--- config.mk ---
export PLATFORM = sky130hd
export DESIGN_NAME = mest_pro_exec_mc
export DESIGN_NICKNAME = d
export VERILOG_FILES = /design/src/rtl/mest_pro_exec_mc.sv
export SDC_FILE = /design/constraint.sdc
export NUM_CORES = 1
export LEC_CHECK = 0
export CELL_PAD_IN_SITES_DETAIL_PLACEMENT = 1
export CELL_PAD_IN_SITES_GLOBAL_PLACEMENT = 2
export CORE_MARGIN = 1
export CORE_UTILIZATION = 31
export CTS_BUF_LIST = sky130_fd_sc_hd__clkbuf_8
export DETAILED_ROUTE_END_ITERATION = 10
export PLACE_DENSITY_LB_ADDON = 0.3
export SYNTH_ARGS = -nofsm -noshare
export SYNTH_HDL_FRONTEND = slang
export SYNTH_SLANG_ARGS = --single-unit
--- constraint.sdc ---
create_clock -name clk -period 2.6 [get_ports clk]
set_input_delay 0.52 -clock clk [delete_from_list [all_inputs] [get_ports clk]]
set_output_delay 0.52 -clock clk [all_outputs]
set_load 0.005 [all_outputs]
--- src/rtl/mest_pro_exec_mc.sv ---
// mest_pro_exec_mc -- multi-cycle execute unit for the MESTPro core.
//
// Accepts one instruction per cycle from decode through a valid/ready
// handshake. ALU ops, moves and control ops finish in a single cycle.
// MULTIPLY runs an iterative shift-add for DATA_W cycles. LOAD_WORD and
// STORE_WORD use a req/ack memory port with a timeout. HALT parks the unit
// until reset.
//
// Ports:
//   clk, i_reset_n              clock, asynchronous active-low reset
//   i_valid / o_ready           instruction handshake (ready only in IDLE)
//   i_op_code, i_operand1/2     opcode and operands; operand2 also selects
//                               the move destination and the address low byte
//   i_load_reg                  source value for MLR
//   o_done                      one-cycle retire pulse
//   o_result, o_carry, o_zero   ALU result register and flags
//   o_jump, o_return_pc,
//   o_end_of_code,
//   o_output_enable             one-cycle pulses, coincident with o_done
//   o_output, o_rega, o_mdr     output register, register A, memory data reg
//   o_mem_req/we/addr/wdata     memory request port (wdata mirrors o_mdr)
//   i_mem_ack, i_mem_rdata      memory acknowledge and read data
//   o_bus_err                   one-cycle pulse on memory timeout
module mest_pro_exec_mc #(
  parameter int DATA_W      = 8,
  parameter int ADDR_W      = 2 * DATA_W,
  parameter int OPC_W       = 5,
  parameter int MEM_TIMEOUT = 16
) (
  input  logic              clk,
  input  logic              i_reset_n,
  input  logic              i_valid,
  output logic              o_ready,
  input  logic [OPC_W-1:0]  i_op_code,
  input  logic [DATA_W-1:0] i_operand1,
  input  logic [DATA_W-1:0] i_operand2,
  input  logic [DATA_W-1:0] i_load_reg,
  output logic              o_done,
  output logic [DATA_W-1:0] o_result,
  output logic              o_carry,
  output logic              o_zero,
  output logic              o_jump,
  output logic              o_return_pc,
  output logic              o_end_of_code,
  output logic              o_output_enable,
  output logic [DATA_W-1:0] o_output,
  output logic [DATA_W-1:0] o_rega,
  output logic [DATA_W-1:0] o_mdr,
  output logic              o_mem_req,
  output logic              o_mem_we,
  output logic [ADDR_W-1:0] o_mem_addr,
  output logic [DATA_W-1:0] o_mem_wdata,
  input  logic              i_mem_ack,
  input  logic [DATA_W-1:0] i_mem_rdata,
  output logic              o_bus_err
);

  localparam logic [OPC_W-1:0] OP_ADD        = OPC_W'(0);
  localparam logic [OPC_W-1:0] OP_SUB        = OPC_W'(1);
  localparam logic [OPC_W-1:0] OP_MULTIPLY   = OPC_W'(2);
  localparam logic [OPC_W-1:0] OP_AND        = OPC_W'(3);
  localparam logic [OPC_W-1:0] OP_OR         = OPC_W'(4);
  localparam logic [OPC_W-1:0] OP_XOR        = OPC_W'(5);
  localparam logic [OPC_W-1:0] OP_SROP1      = OPC_W'(6);
  localparam logic [OPC_W-1:0] OP_SLOP1      = OPC_W'(7);
  localparam logic [OPC_W-1:0] OP_NEGOP1     = OPC_W'(8);
  localparam logic [OPC_W-1:0] OP_JMP        = OPC_W'(9);
  localparam logic [OPC_W-1:0] OP_RET        = OPC_W'(10);
  localparam logic [OPC_W-1:0] OP_MVI        = OPC_W'(11);
  localparam logic [OPC_W-1:0] OP_MRA        = OPC_W'(12);
  localparam logic [OPC_W-1:0] OP_MLR        = OPC_W'(13);
  localparam logic [OPC_W-1:0] OP_MMDR       = OPC_W'(14);
  localparam logic [OPC_W-1:0] OP_MRR        = OPC_W'(15);
  localparam logic [OPC_W-1:0] OP_OUTPUT     = OPC_W'(16);
  localparam logic [OPC_W-1:0] OP_STORE_WORD = OPC_W'(17);
  localparam logic [OPC_W-1:0] OP_LOAD_WORD  = OPC_W'(18);
  localparam logic [OPC_W-1:0] OP_HALT       = OPC_W'(19);

  // Move destinations, selected by operand2.
  localparam logic [DATA_W-1:0] DST_OUT  = DATA_W'(0);
  localparam logic [DATA_W-1:0] DST_REGA = DATA_W'(1);
  localparam logic [DATA_W-1:0] DST_MM   = DATA_W'(2);

  localparam int CNT_W = $clog2(DATA_W + 1);
  localparam int TO_W  = $clog2(MEM_TIMEOUT + 1);

  typedef enum logic [1:0] {S_IDLE, S_MUL, S_MEM, S_HALTED} state_t;

  state_t                state_q, state_d;
  logic [DATA_W-1:0]     result_q, result_d;
  logic                  carry_q, carry_d, zero_q, zero_d;
  logic                  done_q, done_d, jump_q, jump_d, ret_q, ret_d;
  logic                  eoc_q, eoc_d, oen_q, oen_d, berr_q, berr_d;
  logic [DATA_W-1:0]     output_q, output_d, rega_q, rega_d, mdr_q, mdr_d;
  logic                  req_q, req_d, we_q, we_d;
  logic [ADDR_W-1:0]     addr_q, addr_d;
  logic [2*DATA_W-1:0]   mcand_q, mcand_d, acc_q, acc_d;
  logic [DATA_W-1:0]     mplier_q, mplier_d;
  logic [CNT_W-1:0]      cnt_q, cnt_d;
  logic [TO_W-1:0]       tcnt_q, tcnt_d;

  // Scratch values for the IDLE decode.
  logic                  alu_en, alu_c, mv_en, mv_mm_ok;
  logic [DATA_W-1:0]     alu_res, mv_src;
  logic [DATA_W:0]       wide;
  logic [2*DATA_W-1:0]   acc_step;

  always_comb begin
    state_d  = state_q;
    result_d = result_q;
    carry_d  = carry_q;
    zero_d   = zero_q;
    done_d   = 1'b0;
    jump_d   = 1'b0;
    ret_d    = 1'b0;
    eoc_d    = 1'b0;
    oen_d    = 1'b0;
    berr_d   = 1'b0;
    output_d = output_q;
    rega_d   = rega_q;
    mdr_d    = mdr_q;
    req_d    = req_q;
    we_d     = we_q;
    addr_d   = addr_q;
    mcand_d  = mcand_q;
    acc_d    = acc_q;
    mplier_d = mplier_q;
    cnt_d    = cnt_q;
    tcnt_d   = tcnt_q;
    alu_en   = 1'b0;
    alu_c    = 1'b0;
    alu_res  = '0;
    mv_en    = 1'b0;
    mv_mm_ok = 1'b1;
    mv_src   = '0;
    wide     = '0;
    acc_step = '0;

    unique case (state_q)
      S_IDLE: begin
        if (i_valid) begin
          done_d = 1'b1;
          case (i_op_code)
            OP_ADD: begin
              wide    = {1'b0, i_operand1} + {1'b0, i_operand2};
              alu_en  = 1'b1;
              alu_res = wide[DATA_W-1:0];
              alu_c   = wide[DATA_W];
            end
            OP_SUB: begin
              // The extra MSB of the widened difference is the borrow.
              wide    = {1'b0, i_operand1} - {1'b0, i_operand2};
              alu_en  = 1'b1;
              alu_res = wide[DATA_W-1:0];
              alu_c   = wide[DATA_W];
            end
            OP_AND: begin alu_en = 1'b1; alu_res = i_operand1 & i_operand2; end
            OP_OR:  begin alu_en = 1'b1; alu_res = i_operand1 | i_operand2; end
            OP_XOR: begin alu_en = 1'b1; alu_res = i_operand1 ^ i_operand2; end
            OP_SROP1: begin
              alu_en  = 1'b1;
              alu_res = i_operand1 >> 1;
              alu_c   = i_operand1[0];
            end
            OP_SLOP1: begin
              alu_en  = 1'b1;
              alu_res = i_operand1 << 1;
              alu_c   = i_operand1[DATA_W-1];
            end
            OP_NEGOP1: begin alu_en = 1'b1; alu_res = '0 - i_operand1; end
            OP_MVI:  begin mv_en = 1'b1; mv_src = i_operand1; end
            OP_MRA:  begin mv_en = 1'b1; mv_src = rega_q; end
            OP_MLR:  begin mv_en = 1'b1; mv_src = i_load_reg; end
            OP_MMDR: begin mv_en = 1'b1; mv_src = mdr_q; mv_mm_ok = 1'b0; end
            OP_MRR:  begin mv_en = 1'b1; mv_src = result_q; end
            OP_JMP:    jump_d = 1'b1;
            OP_RET:    ret_d  = 1'b1;
            OP_OUTPUT: oen_d  = 1'b1;
            OP_HALT: begin
              eoc_d   = 1'b1;
              state_d = S_HALTED;
            end
            OP_MULTIPLY: begin
              done_d   = 1'b0;
              mcand_d  = {{DATA_W{1'b0}}, i_operand1};
              mplier_d = i_operand2;
              acc_d    = '0;
              cnt_d    = '0;
              state_d  = S_MUL;
            end
            OP_LOAD_WORD, OP_STORE_WORD: begin
              done_d  = 1'b0;
              addr_d  = ADDR_W'({i_operand1, i_operand2});
              we_d    = (i_op_code == OP_STORE_WORD);
              req_d   = 1'b1;
              tcnt_d  = '0;
              state_d = S_MEM;
            end
            default: ;
          endcase

          if (alu_en) begin
            result_d = alu_res;
            carry_d  = alu_c;
            zero_d   = (alu_res == '0);
          end
          if (mv_en) begin
            if (i_operand2 == DST_OUT)                  output_d = mv_src;
            else if (i_operand2 == DST_REGA)            rega_d   = mv_src;
            else if (i_operand2 == DST_MM && mv_mm_ok)  mdr_d    = mv_src;
          end
        end
      end

      S_MUL: begin
        acc_step = acc_q + (mplier_q[0] ? mcand_q : '0);
        acc_d    = acc_step;
        mcand_d  = mcand_q << 1;
        mplier_d = mplier_q >> 1;
        cnt_d    = cnt_q + 1'b1;
        // Flags come from the step's sum directly so retire is not delayed.
        if (cnt_q == CNT_W'(DATA_W - 1)) begin
          result_d = acc_step[DATA_W-1:0];
          carry_d  = |acc_step[2*DATA_W-1:DATA_W];
          zero_d   = (acc_step == '0);
          done_d   = 1'b1;
          state_d  = S_IDLE;
        end
      end

      S_MEM: begin
        if (i_mem_ack) begin
          if (!we_q) mdr_d = i_mem_rdata;
          req_d   = 1'b0;
          we_d    = 1'b0;
          done_d  = 1'b1;
          state_d = S_IDLE;
        end else if (tcnt_q == TO_W'(MEM_TIMEOUT - 1)) begin
          req_d   = 1'b0;
          we_d    = 1'b0;
          done_d  = 1'b1;
          berr_d  = 1'b1;
          state_d = S_IDLE;
        end else begin
          tcnt_d = tcnt_q + 1'b1;
        end
      end

      S_HALTED: ;

      default: state_d = S_IDLE;
    endcase
  end

  always_ff @(posedge clk or negedge i_reset_n) begin
    if (!i_reset_n) begin
      state_q  <= S_IDLE;
      result_q <= '0;
      carry_q  <= 1'b0;
      zero_q   <= 1'b0;
      done_q   <= 1'b0;
      jump_q   <= 1'b0;
      ret_q    <= 1'b0;
      eoc_q    <= 1'b0;
      oen_q    <= 1'b0;
      berr_q   <= 1'b0;
      output_q <= '0;
      rega_q   <= '0;
      mdr_q    <= '0;
      req_q    <= 1'b0;
      we_q     <= 1'b0;
      addr_q   <= '0;
      mcand_q  <= '0;
      acc_q    <= '0;
      mplier_q <= '0;
      cnt_q    <= '0;
      tcnt_q   <= '0;
    end else begin
      state_q  <= state_d;
      result_q <= result_d;
      carry_q  <= carry_d;
      zero_q   <= zero_d;
      done_q   <= done_d;
      jump_q   <= jump_d;
      ret_q    <= ret_d;
      eoc_q    <= eoc_d;
      oen_q    <= oen_d;
      berr_q   <= berr_d;
      output_q <= output_d;
      rega_q   <= rega_d;
      mdr_q    <= mdr_d;
      req_q    <= req_d;
      we_q     <= we_d;
      addr_q   <= addr_d;
      mcand_q  <= mcand_d;
      acc_q    <= acc_d;
      mplier_q <= mplier_d;
      cnt_q    <= cnt_d;
      tcnt_q   <= tcnt_d;
    end
  end

  assign o_ready         = (state_q == S_IDLE);
  assign o_done          = done_q;
  assign o_result        = result_q;
  assign o_carry         = carry_q;
  assign o_zero          = zero_q;
  assign o_jump          = jump_q;
  assign o_return_pc     = ret_q;
  assign o_end_of_code   = eoc_q;
  assign o_output_enable = oen_q;
  assign o_output        = output_q;
  assign o_rega          = rega_q;
  assign o_mdr           = mdr_q;
  assign o_mem_req       = req_q;
  assign o_mem_we        = we_q;
  assign o_mem_addr      = addr_q;
  assign o_mem_wdata     = mdr_q;
  assign o_bus_err       = berr_q;

endmodule

# After elaboration in Yosys (flattened, before gate mapping)
# Index checks and enable logic that the tools add are counted.
# word_totals
ff_bits	109
output_inout_bits	67
word_cells	180
# op_classes
n_addsub	6
eq_ne	40
muxes	86
n_bitwise	4
n_reduce_logical	23
# ops
operator	n
$mux 8	14
$mux 16	5
$pmux 16 s2	2
$pmux 8 s8	1
$pmux 8 s2	3
$eq 5x4->1 const B	9
$mux 1	40
$pmux 8 s5	1
$eq 5x3->1 const B	4
$eq 5x5->1 const B	4
$mux 5	4
$add 16x16->16	1
$logic_not 16->1	1
$logic_not 8->1	2
$ne 2x2->1 const B	8
$reduce_or 8->1	2
$reduce_and 5->1	3
$pmux 2 s3	2
$reduce_and 4->1	3
$eq 5x2->1 const B	2
$ne 2x1->1 const B	5
$pmux 5 s2	1
$add 8x8->9	1
$sub 8x8->9	1
31 further kinds	40

# Depth between registers and ports, before layout
# depth
depth_word	11
ltp_mapped	12

# Least setup slack after synthesis
# Ideal clock, no wire load.
# synth_path
path_kind	in2reg
from	in i_operand1[2]
to	reg result_q[6] (netlist: o_result[6])
arrival_time_ns	2.742
setup_slack_ns	-0.266
path_stages	12
path_buffers	2
cell_sequence	clkbuf_1 -> inv_1 -> ha_1 -> buf_2 -> nor3_1 -> a211o_1 -> a221oi_1 -> mux2i_1 -> nand4_1 -> a21oi_1 -> o21ai_0 -> mux2_2
# synth_via
elab_chain_len	7
word_cells_on_any_way	9
classes_between	add/sub (3); mux (6)
# synth_rtl
element	line	text
start: declaration	35	input logic [DATA_W-1:0] i_operand1,
$sub 1x8->8, or another cell as far along	170	OP_NEGOP1: begin alu_en = 1'b1; alu_res = '0 - i_operand1; end
$pmux 8 s8 *	143	case (i_op_code)
$mux 8 *	141	if (i_valid) begin
$mux 8 *	139	unique case (state_q)
$mux 8 *	202	if (alu_en) begin
$mux 8 *	141	
$pmux 8 s2 *	139	
end signal: assignment	280	result_q <= result_d;
end: declaration	90	logic [DATA_W-1:0] result_q, result_d;
# Every way passes the cells marked *; elsewhere a longest branch is shown, timed or not. The select of a mux whose other input is x is not followed.
# A chain may end at the register's enable or synchronous reset.

# Worst setup path in the final report
# layout_path
from	reg mplier_q[0]
to	reg carry_q (netlist: o_carry)
# layout_via
elab_chain_len	5
# layout_rtl
element	line	text
start: declaration	98	logic [DATA_W-1:0] mplier_q, mplier_d;
start signal: assignment	297	mplier_q <= mplier_d;
$mux 16	216	acc_step = acc_q + (mplier_q[0] ? mcand_q : '0);
$add 16x16->16	216	
$reduce_or 8->1	224	carry_d = |acc_step[2*DATA_W-1:DATA_W];
$mux 1	222	if (cnt_q == CNT_W'(DATA_W - 1)) begin
$pmux 1 s2	139	
end signal: assignment	281	carry_q <= carry_d;
end: declaration	91	logic carry_q, carry_d, zero_q, zero_d;
# No other way between the ends. The select of a mux whose other input is x is not followed.

==> results.py <==
metrics = {
    "status": {
        "status": "complete, but fails checks",
        "failed_checks": "setup timing",
    },
    "floorplanning": {
        "die-area_um2": 23700,
        "row_count": 55,
        "io_pins": 108,
        "die_w_um": 154,
        "coreArea_um2": 22600,
        "start_util_pct": 31.6,
        "die_h_um": 154,
    },
    "placement": {
        "port_buffers": 107,
        "place_ws_ns": -0.701,
        "place_area_um2": 9850,
        "detailed_place_hpwl_um": 20800,
        "dp_cells": 1343,
        "gp_congestion": 0.901,
    },
    "power_and_ir_drop": {
        "pwr_density_cell_nw_per_um2": 584,
        "p_leak_nw": 4.87,
        "ir_drop_uv": 388,
        "p_total_mw": 6.08,
    },
    "sta": {
        "setup_viol": 3,
        "skew_ns": 0.0178,
        "setup_ws_ns": -0.190,
        "tightest_slew_ns": 0.566,
        "max_freq_mhz": 358,
        "max_slew_margin_pct": 62.1,
        "hold_ws_ns": 0.0835,
        "grt_setup_unrepaired": "yes",
        "period_minus_slack_ns": 2.79,
        "tns_ns": -0.375,
        "final_max_slew_viol_count": 0,
        "finalHoldViolCount": 0,
        "fin_crit_sh_pct": 107,
    },
    "worst_setup_path": {
        "worstPathRequired_ns": 2.90,
        "worst_setup_path_end_kind": "flip-flop",
        "r2r-end": "o_carry$_DFFE_PN0P_",
        "cp_max_fo": 7,
        "path_class": "flip-flop to flip-flop",
        "r2r-start": "mplier_q[0]$_DFFE_PN0P_",
        "worst_ep_arrival_time_ns": 3.09,
        "critPathLaunchType": "flip-flop",
        "rrSetupSlack_ns": -0.19,
        "r2r_cells": 12,
    },
    "layout": {
        "nNetsFinal": 1170,
        "drive_gt1_share_pct": 29.1,
        "num-fill-cells": 2627,
        "final_cells": 1367,
        "n_antenna_cell": 0,
        "final_cell_area_um2": 10400,
        "area_growth_pct": 45.5,
        "fin_util_pct": 46.0,
    },
    "cts": {
        "tritoncts": "yes",
        "insertion_delay_ns": 0.40,
        "cts-htree-levels": 3,
        "cts-root-buf": "clkbuf_8",
        "clk_pin_slew_ns": 0.12,
        "tritoncts_num_sinks": 109,
        "clock_path_buffers": 2,
        "cts_buffers": 9,
    },
    "synthesis": {
        "synth_edf_count": 0,
        "syn_area_per_cell_um2": 8.80,
        "synth_cell_types": 74,
        "async_reset_ff_share_pct": 100,
        "seq_area_frac_synth_pct": 38.1,
        "synth-seq-cells": 109,
        "syn_nets": 906,
        "synth.top_cell.area_share_pct": 38.1,
        "postSynthCellCount": 814,
        "yosys_warnings": 0,
        "ys_top_cells_by_area": "dfrtp_1 38%, ha_1 8.4%, nand2_1 7.3%",
        "synth_area_um2": 7160,
        "ys.flop_type": "dfrtp_1",
        "synth_top_area_cell": "dfrtp_1",
    },
    "grt": {
        "globalRoute.totalOverflow": 0,
        "grt_pass1_vias": 7321,
        "grt_use_total_pct": 23.0,
        "grt_max_degree": 41,
        "grt_pass1_wl_um": 42100,
        "antenna_found_initial": 0,
    },
    "worst_hold_path": {
        "hold_class": "input port to asynchronous set/reset pin",
    },
    "detailed_routing": {
        "avgRoutedWirePerCell_um": 19.3,
        "vias_per_cell": 5.14,
        "drt_wl_total_um": 26400,
        "ant_nets": 0,
        "drc_errors": 0,
        "first_iter_violations": 451,
        "vias": 7020,
        "dr.pass1.iters": 4,
    },
    "flow_run": {
        "drv_cap": 0,
    },
}
==> synthesized netlist by cell type (10+ instances only) <==
master,n
nor2_1,44
buf_4,12
and2_1,19
nand3_1,25
inv_1,37
nand2_1,139
a21oi_1,35
nor3_1,18
xnor2_1,15
mux2_2,16
o21ai_0,66
a32oi_1,16
dfrtp_1,109
a221oi_1,10
ha_1,48
clkbuf_1,28
==> final cells by class <==
cell class                 instances  area, um^2  share of cell area (%)
multi-input combinational        618        4390                    42.1
clock buffer                      10         138                    1.32
sequential                       109        2730                    26.2
clock inverter                     5        60.1                   0.577
tap                              285         357                    3.42
timing repair buffer             301        2600                    25.0
inverter                          39         146                    1.41
==> layout by cell type, fill, tap and decap left out, types with 9 or more instances in the layout <==
| master | instances |
|---|---|
| and2_1 | 15 |
| a22oi_1 | 9 |
| xor2_1 | 9 |
| nand2_1 | 137 |
| clkdlybuf4s50_1 | 98 |
| dfrtp_1 | 109 |
| ha_1 | 37 |
| o21ai_0 | 61 |
| a21oi_2 | 11 |
| a32oi_1 | 16 |
| nor3_1 | 15 |
| a21oi_1 | 25 |
| xnor2_1 | 13 |
| nand3_1 | 24 |
| clkbuf_8 | 10 |
| a221oi_1 | 9 |
| o21ai_1 | 11 |
| inv_1 | 30 |
| buf_4 | 187 |
| nor2_1 | 43 |
| ha_4 | 9 |
| mux2_2 | 15 |
==> state kept, by name (all words and copies together) (netlist names) <==
register	cells
acc_q	16
cnt_q	4
mcand_q	16
mplier_q	8
o_bus_err	1
o_carry	1
o_done	1
o_end_of_code	1
o_jump	1
o_mdr	8
o_mem_addr	16
o_mem_req	1
o_mem_we	1
o_output	8
o_output_enable	1
o_rega	8
o_result	8
o_return_pc	1
o_zero	1
state_q	2
tcnt_q	5
==> worst max-delay path, cell delays in order (launching register included) <==
cell and delay [ns]:
dfrtp_1 0.43, buf_4 0.17, buf_4 0.15, and2_1 0.16, ha_1 0.32, a21oi_2 0.19
o21ai_1 0.11, buf_4 0.14, a21o_1 0.16, a31oi_1 0.17, xor2_1 0.24, nand4_1 0.23
a21boi_2 0.22
==> where the power goes <==
part	internal (mW)	total (mW)	switching [mW]	leakage [nW]
Combinational	1.33	2.67	1.34	3.29
Sequential	2.02	2.29	0.272	1.49
Clock	0.471	1.12	0.647	0.0987
Total	3.82	6.08	2.26	4.87
==> worst max-delay path by stage <==
stage / slack, ns / end / depth (start not counted) / start
2_1_floorplan: 0.002 / o_result[7]$_DFFE_PN0P_ / 12 / i_operand1[4]
5_1_grt: -0.35 / o_carry$_DFFE_PN0P_ / 11 / mplier_q[0]$_DFFE_PN0P_
3_3_place_gp: -0.63 / o_zero$_DFFE_PN0P_ / 12 / i_operand1[0]
3_5_place_dp: -0.70 / o_zero$_DFFE_PN0P_ / 12 / i_operand1[0]
4_1_cts: -0.17 / o_carry$_DFFE_PN0P_ / 11 / mplier_q[0]$_DFFE_PN0P_
6_report: -0.19 / o_carry$_DFFE_PN0P_ / 12 / mplier_q[0]$_DFFE_PN0P_
==> metal layers <==
| metal | share of wire (%) | wire length (um) | GRT usage (%) | vias to the layer above |
|---|---|---|---|---|
| met5 | 0 | 0 | 0 | - |
| met4 | 1.6 | 416 | 5.05 | 0 |
| met3 | 2.4 | 643 | 2.87 | 25 |
| met2 | 48 | 12800 | 38.5 | 114 |
| met1 | 48 | 12600 | 31.5 | 3434 |
| li1 | - | - | - | 3447 |
==> kinds of logic (layout without fill, tap and decap cells) <==
kind of cell | after synthesis | after routing | synth area share [%]
AOI/OAI and AO/OA | 220 | 220 | 21.0
xor gates and xnor gates | 24 | 24 | 2.94
adders and majority gates | 51 | 51 | 9.22
buffers and inverters | 87 | 355 | 5.31
DFF | 109 | 109 | 38.1
muxes | 22 | 22 | 3.44
and+or+nand+nor | 301 | 301 | 20.0
==> timing repair <==
action	CTS	global route
resized for setup	46	34
pin swaps	25	20
setup endpoints to repair	9	17
hold buffers	0	0
buffers inserted	8	1
endpoints found under the hold margin	0	0
(Power assumes the default switching activity.)
==> edit 1, RTL diff (same settings) <==
Set the parameter `OPC_W` to 10 (it was 5).
--- a/src/rtl/mest_pro_exec_mc.sv
+++ b/src/rtl/mest_pro_exec_mc.sv
@@ -24,7 +24,7 @@
 module mest_pro_exec_mc #(
   parameter int DATA_W      = 8,
   parameter int ADDR_W      = 2 * DATA_W,
-  parameter int OPC_W       = 5,
+  parameter int OPC_W       = 10,
   parameter int MEM_TIMEOUT = 16
 ) (
   input  logic              clk,
Ports: changed (resized i_op_code); port bits go from 108 to 113. No check against the original RTL was run, so the function may have changed too.
==> edit 1 against the original RTL <==
The flow still finishes with violations (negative setup slack); setup slack gained 15 ps; combinational power grew 42%; cell count grew 8.5%; wire length grew 8.7%; total power grew 21%; synthesized cell count grew 3.9%; cell area grew 11%; core utilization grew 4.3 points; synthesized area grew 2.2%; sequential cell count is the same; critical path type is now input port to register; largest cell class unchanged.
==> edit 1: results (changes against the original RTL) <==
The global-route wire length before repair was 45830 um (was 42080 um). Violations in the final reports: negative setup slack (unchanged). The share of synthesized area spent on multiplexers was 5.180% (was 3.442%). The transition time at the pin with the least slew margin is 655.8 ps (was 565.9 ps). The via count of the first global-routing pass is 8110 (was 7321). The largest net degree at the start of global routing is 44 (was 41). The initial antenna violation count came out at 2 (was 0). The share of layout cells above drive strength 1 is 35.10% (was 29.11%). Largest cells by area after synthesis: dfrtp_1 (37%), ha_1 (8.2%), nand2_1 (5.3%) (was dfrtp_1 (38%), ha_1 (8.4%), nand2_1 (7.3%)). The xor and xnor area share after synthesis came to 2.274% (was 2.935%). The arithmetic-cell share of the synthesized area counting full adders, half adders and majority gates was 9.027% (was 9.224%). The largest fanout on the critical path is 3 (was 7). The number of nets produced by synthesis came out at 943 (was 906). The quantity of I/O buffers inserted on ports is 112 (was 107). The final-stage net count is 1260 (was 1170). The final count of negative-setup-slack endpoints is 2 (was 3). The complex-gate fraction of the synthesized area came to 21.70% (was 21.03%).

The count of unique library cells instantiated by Yosys came out at 72 (was 74). The latest clock arrival within the worst-skew pair came out at 420 ps (was 400 ps). The final worst setup slack came out at -174.1 ps (was -189.5 ps).

The setup TNS after final layout came out at -313.1 ps (was -374.5 ps). The global placer's final weighted congestion came out at 0.8947 (was 0.9008). Most numerous cell types in the synthesized netlist: dfrtp_1 (109), nand2_1 (104), nor2_1 (81) (was nand2_1 (139), dfrtp_1 (109), o21ai_0 (66)). Result of the run: finished, violations left (unchanged). The largest clock skew in the final design is 16.19 ps (was 17.83 ps). The leakage dissipation came out at 5.278 nW (was 4.874 nW).

The worst endpoint data arrival time came out at 3110 ps (was 3090 ps). The combined global-route utilization of all metal layers is 24.66% (was 22.99%). The placed wire-length estimate is 22260 um (was 20840 um).
## edit 1: cell types whose count changed after synthesis, moves of 8 or more
cell | unedited run | this run
nor2_1 | 44 | 81
nand2_1 | 139 | 104
a21oi_1 | 35 | 56
o22ai_1 | 3 | 20
a32oi_1 | 16 | 0
a22oi_1 | 9 | 1
mux2_1 | 1 | 9
## edit 1: power by group through the flow
| stage | Combinational (mW) | Sequential (mW) | Clock, mW |
|---|---|---|---|
| after global routing | 4.18 | 2.48 | 1.26 |
| after floorplan | 1.72 | 2.36 | 0 |
| final | 3.79 | 2.43 | 1.15 |
| after global placement | 3.36 | 2.43 | 0 |
| after detailed placement | 3.44 | 2.45 | 0 |
| after CTS | 3.67 | 2.43 | 1.20 |
## edit 1: final timing paths
check                      depth (start not counted)          start  slack [ps]             to
setup / recovery                                  10  i_operand2[0]        -170         o_zero
hold / removal                                     1      i_reset_n         110  o_mem_addr[0]
setup reg to reg                                  12    mplier_q[0]        -140        o_carry
hold reg to reg                                    2      o_mem_req         500      o_mem_req
max in group asynchronous                          2      i_reset_n        1840    mcand_q[13]
min in group clk                                   2      o_mem_req         500      o_mem_req
## edit 1: layout make-up
type / instances / area, um2 / area share [%]
multi-input combinational: 645 / 4926 / 42.76
timing repair buffer: 355 / 3092 / 26.84
sequential: 109 / 2729 / 23.69
tap: 313 / 391.6 / 3.400
inverter: 43 / 163.9 / 1.423
clock buffer: 9 / 123.9 / 1.075
clock inverter: 7 / 88.84 / 0.7712
antenna: 2 / 5.005 / 0.04345
## edit 1: timing repair
item,in CTS,in global routing
pin swaps,33,26
setup buffers,14,7
gates cloned,0,0
gates resized for setup,104,59
endpoints found under the setup margin,35,59
## edit 1: cell families after synthesis
group	Yosys count
AND/OR/NAND/NOR	296
AO/OA/AOI/OAI	245
flip-flops	109
buffers and inverters	92
adder cells (fa/ha/maj)	51
multiplexers	34
XOR/XNOR	19
## edit 1: metal layers
| layer | global-route usage (%) | part of all wire [%] | vias up |
|---|---|---|---|
| li1 | - | - | 3676 |
| met1 | 33.40 | 46 | 3789 |
| met5 | 0 | 0 | - |
| met2 | 39.97 | 48 | 185 |
| met4 | 7.610 | 2.1 | 0 |
| met3 | 4.306 | 4.2 | 43 |
## edit 1: metrics by stage
step                cells  hold WS (ps)
floorplan             846         224.4
global placement     1444         461.4
detailed placement   1444         470.4
CTS                  1474         110.1
global route         1481         131.0
finish               1483         109.0
## edit 1: critical path: stages
cell and delay, ps:
dlygate4sd2_1 280, ha_4 190, fa_2 360, xor2_1 180
a221o_1 380, a2111oi_4 320, nand3_1 120, or4_4 430
o31a_1 250, o21ai_1 70
==> edit 2, RTL diff (same flow settings) <==
Without the edit above. Reset style: synchronous (`i_reset_n`), changed in one clocked block. Comments in the files are not updated.
--- a/src/rtl/mest_pro_exec_mc.sv
+++ b/src/rtl/mest_pro_exec_mc.sv
@@ -252,7 +252,7 @@
     endcase
   end
 
-  always_ff @(posedge clk or negedge i_reset_n) begin
+  always_ff @(posedge clk) begin
     if (!i_reset_n) begin
       state_q  <= S_IDLE;
       result_q <= '0;
Check against the original RTL: differs if i_reset_n is asserted again (counterexample within 4 cycles, from zero or initial values and one cycle with i_reset_n low); with i_reset_n held inactive, the same outputs for 4 cycles.
==> edit 2 against the original RTL <==
The run still ends with negative setup slack left; setup slack got worse by 270 ps; synthesized area is 0.47% lower; sequential cell count is the same; wire length grew 13%; fmax fell by 8.9%; total power fell by 18%; combinational power down 27%; via count increased by 12%; core utilization rose by 2.5 points; synthesized cell count grew 9.3%; cell area grew 5.2%; die area fell by 0.47%; critical path type unchanged.
==> edit 2: results (changes against the original RTL) <==
The clock-pin slew reported for the worst setup and hold paths after clock tree synthesis came out at 140 ps (was 120 ps). The combined global-route utilization of all metal layers is 25.17% (was 22.99%). The worst flop-to-flop path endpoint was o_carry (unchanged). The path depth of the worst reg2reg path came to 11 (was 12). The global placer's final weighted congestion is 0.9075 (was 0.9008). The worst voltage drop across the vdd grid came out at 318.5 uV (was 388.4 uV). Violations in the final reports: negative setup slack (unchanged). The share of layout cells above drive strength 1 is 29.29% (was 29.11%). The largest net degree at the start of global routing came out at 92 (was 41).

Most numerous cell types in the synthesized netlist: dfxtp_1 (109), nand2_1 (108), nor2b_1 (56) (was nand2_1 (139), dfrtp_1 (109), o21ai_0 (66)). The placed wire-length estimate came to 22070 um (was 20840 um). The largest fanout on the critical path came to 6 (was 7). The latest clock arrival within the worst-skew pair is 430 ps (was 400 ps). The count of unique library cells instantiated by Yosys is 65 (was 74). The final-stage net count is 1282 (was 1170). The worst min-delay path category is input port to register (was input port to asynchronous set/reset pin). The first-iteration detailed-routing DRC count came to 424 (was 451). Result of the run: finished, violations left (unchanged). The final worst setup slack is -462.9 ps (was -189.5 ps). The per-cell routed wire length is 20.21 um (was 19.35 um).

The worst slack at placement came out at -948.2 ps (was -700.6 ps). The number of iterations in the first detailed-routing pass came out at 5 (was 4). The master of the slowest instance on the critical path is dfxtp_4 (was dfrtp_1). The global-route wire length before repair came to 45700 um (was 42080 um). The via count of the first global-routing pass is 8193 (was 7321). The largest clock skew in the final design came to 24.27 ps (was 17.83 ps). The commonest register cell after synthesis is dfxtp_1 (was dfrtp_1). The initial antenna violation count is 1 (was 0). Largest cells by area after synthesis: dfxtp_1 (31%), ha_1 (8.4%), nand2_1 (5.7%) (was dfrtp_1 (38%), ha_1 (8.4%), nand2_1 (7.3%)). The wire length after detailed routing came out at 29940 um (was 26450 um). The CTS root buffer is clkbuf_8 (unchanged). The detailed-route vias per instance came out at 5.326 (was 5.135).

The maximum buffer depth of the clock tree came out at 2 (unchanged). The async set-reset flop share out of synthesis came out at 0% (was 100.0%). The worst endpoint data arrival time came out at 3380 ps (was 3090 ps). The leakage dissipation is 4.872 nW (was 4.874 nW).

The count of H-tree levels built during CTS is 3 (unchanged). The gate count after technology mapping came out at 890 (was 814). The final count of negative-setup-slack endpoints was 5 (was 3). The sequential element share of the synthesized area is 30.61% (was 38.09%). The filler cell count is 2708 (was 2627).

The transition time at the pin with the least slew margin came out at 592.3 ps (was 565.9 ps). The TritonCTS buffer count came out at 9 (unchanged). The cell area after technology mapping is 7128 um2 (was 7162 um2). The start of the worst register-to-register path is mplier_q[0] (unchanged). The largest stage delay on the critical path was 400 ps (was 430 ps).

The placed cell count came out at 1436 (was 1343). The number of nets produced by synthesis is 982 (was 906).
==> edit 2: cell count changes in the layout (fill, tap and decap cells not counted), sizes merged, moves of 21 or more <==
cell   change
nor2b     +53
o21ai     -31
and3      +23
dfxtp    +109
buf       +44
o211a     +21
dfrtp    -109
nand2     -32
==> edit 2: worst max path at each step <==
stage | end | depth (start not counted) | startpoint
2_1_floorplan | o_zero | 12 | i_operand1[0]
5_1_grt | o_carry | 11 | mplier_q[0]
6_report | o_carry | 11 | mplier_q[0]
3_3_place_gp | o_zero | 11 | i_operand1[1]
4_1_cts | o_carry | 12 | mplier_q[0]
3_5_place_dp | o_zero | 11 | i_operand1[1]
==> edit 2: cell families (layout without fill, tap and decap cells) <==
group,Yosys count,after routing,synth area share [%]
and+or+nand+nor,360,360,25.56
AOI/OAI and AO/OA,244,245,24.59
DFF,109,109,30.61
buffers and inverters,89,393,5.231
adders and majority gates,51,51,9.268
xor gates and xnor gates,27,27,3.318
muxes,10,10,1.422
other,0,1,0
==> edit 2: layout make-up <==
| cell class | count | share of cell area (%) |
|---|---|---|
| Clock buffer | 9 | 1.130 |
| Multi-Input combinational cell | 693 | 46.77 |
| Tap cell | 285 | 3.253 |
| Clock inverter | 7 | 0.9247 |
| Timing Repair Buffer | 345 | 26.84 |
| Antenna cell | 1 | 0.02283 |
| Sequential cell | 109 | 19.94 |
| Inverter | 32 | 1.119 |
==> edit 2: per-stage QoR <==
stage | cell area, um2 | setup TNS (ps) | hold slack, ps
after global routing | 10960 | -2173 | 423.9
after CTS | 10700 | -853.7 | 427.8
after detailed placement | 10050 | -29810 | 464.8
after floorplan | 7232 | -480.3 | 441.2
final | 10960 | -1411 | 436.8
after global placement | 10050 | -25300 | 455.3
==> edit 2: worst max-delay path: cells and delay by family, from the launching register on <==
| kind | cells | cell delay [ps] |
|---|---|---|
| AOI/OAI and AO/OA | 4 | 880 |
| xor gates and xnor gates | 1 | 80 |
| adders and majority gates | 2 | 560 |
| DFF | 1 | 400 |
| and+or+nand+nor | 4 | 1040 |
==> edit 2: layer usage <==
layer	GRT usage, %	up-vias	routed length [um]
met5	0	-	0
met4	8.476	0	794
met3	4.030	44	1017
met2	44.35	160	14810
met1	30.99	3889	13320
li1	-	3795	-
==> edit 2: repair_timing <==
item | in CTS | in global routing
setup endpoints to repair | 12 | 47
pin swaps | 28 | 35
setup buffers | 14 | 13
gates resized for setup | 75 | 45
cloned | 0 | 1
==> edit 2: power breakdown <==
part | leakage [nW] | switching (mW) | internal, mW
combinational | 3.88 | 1.09 | 0.866
clock | 0.111 | 0.814 | 0.410
sequential | 0.880 | 0.0555 | 1.74
total | 4.87 | 1.96 | 3.02
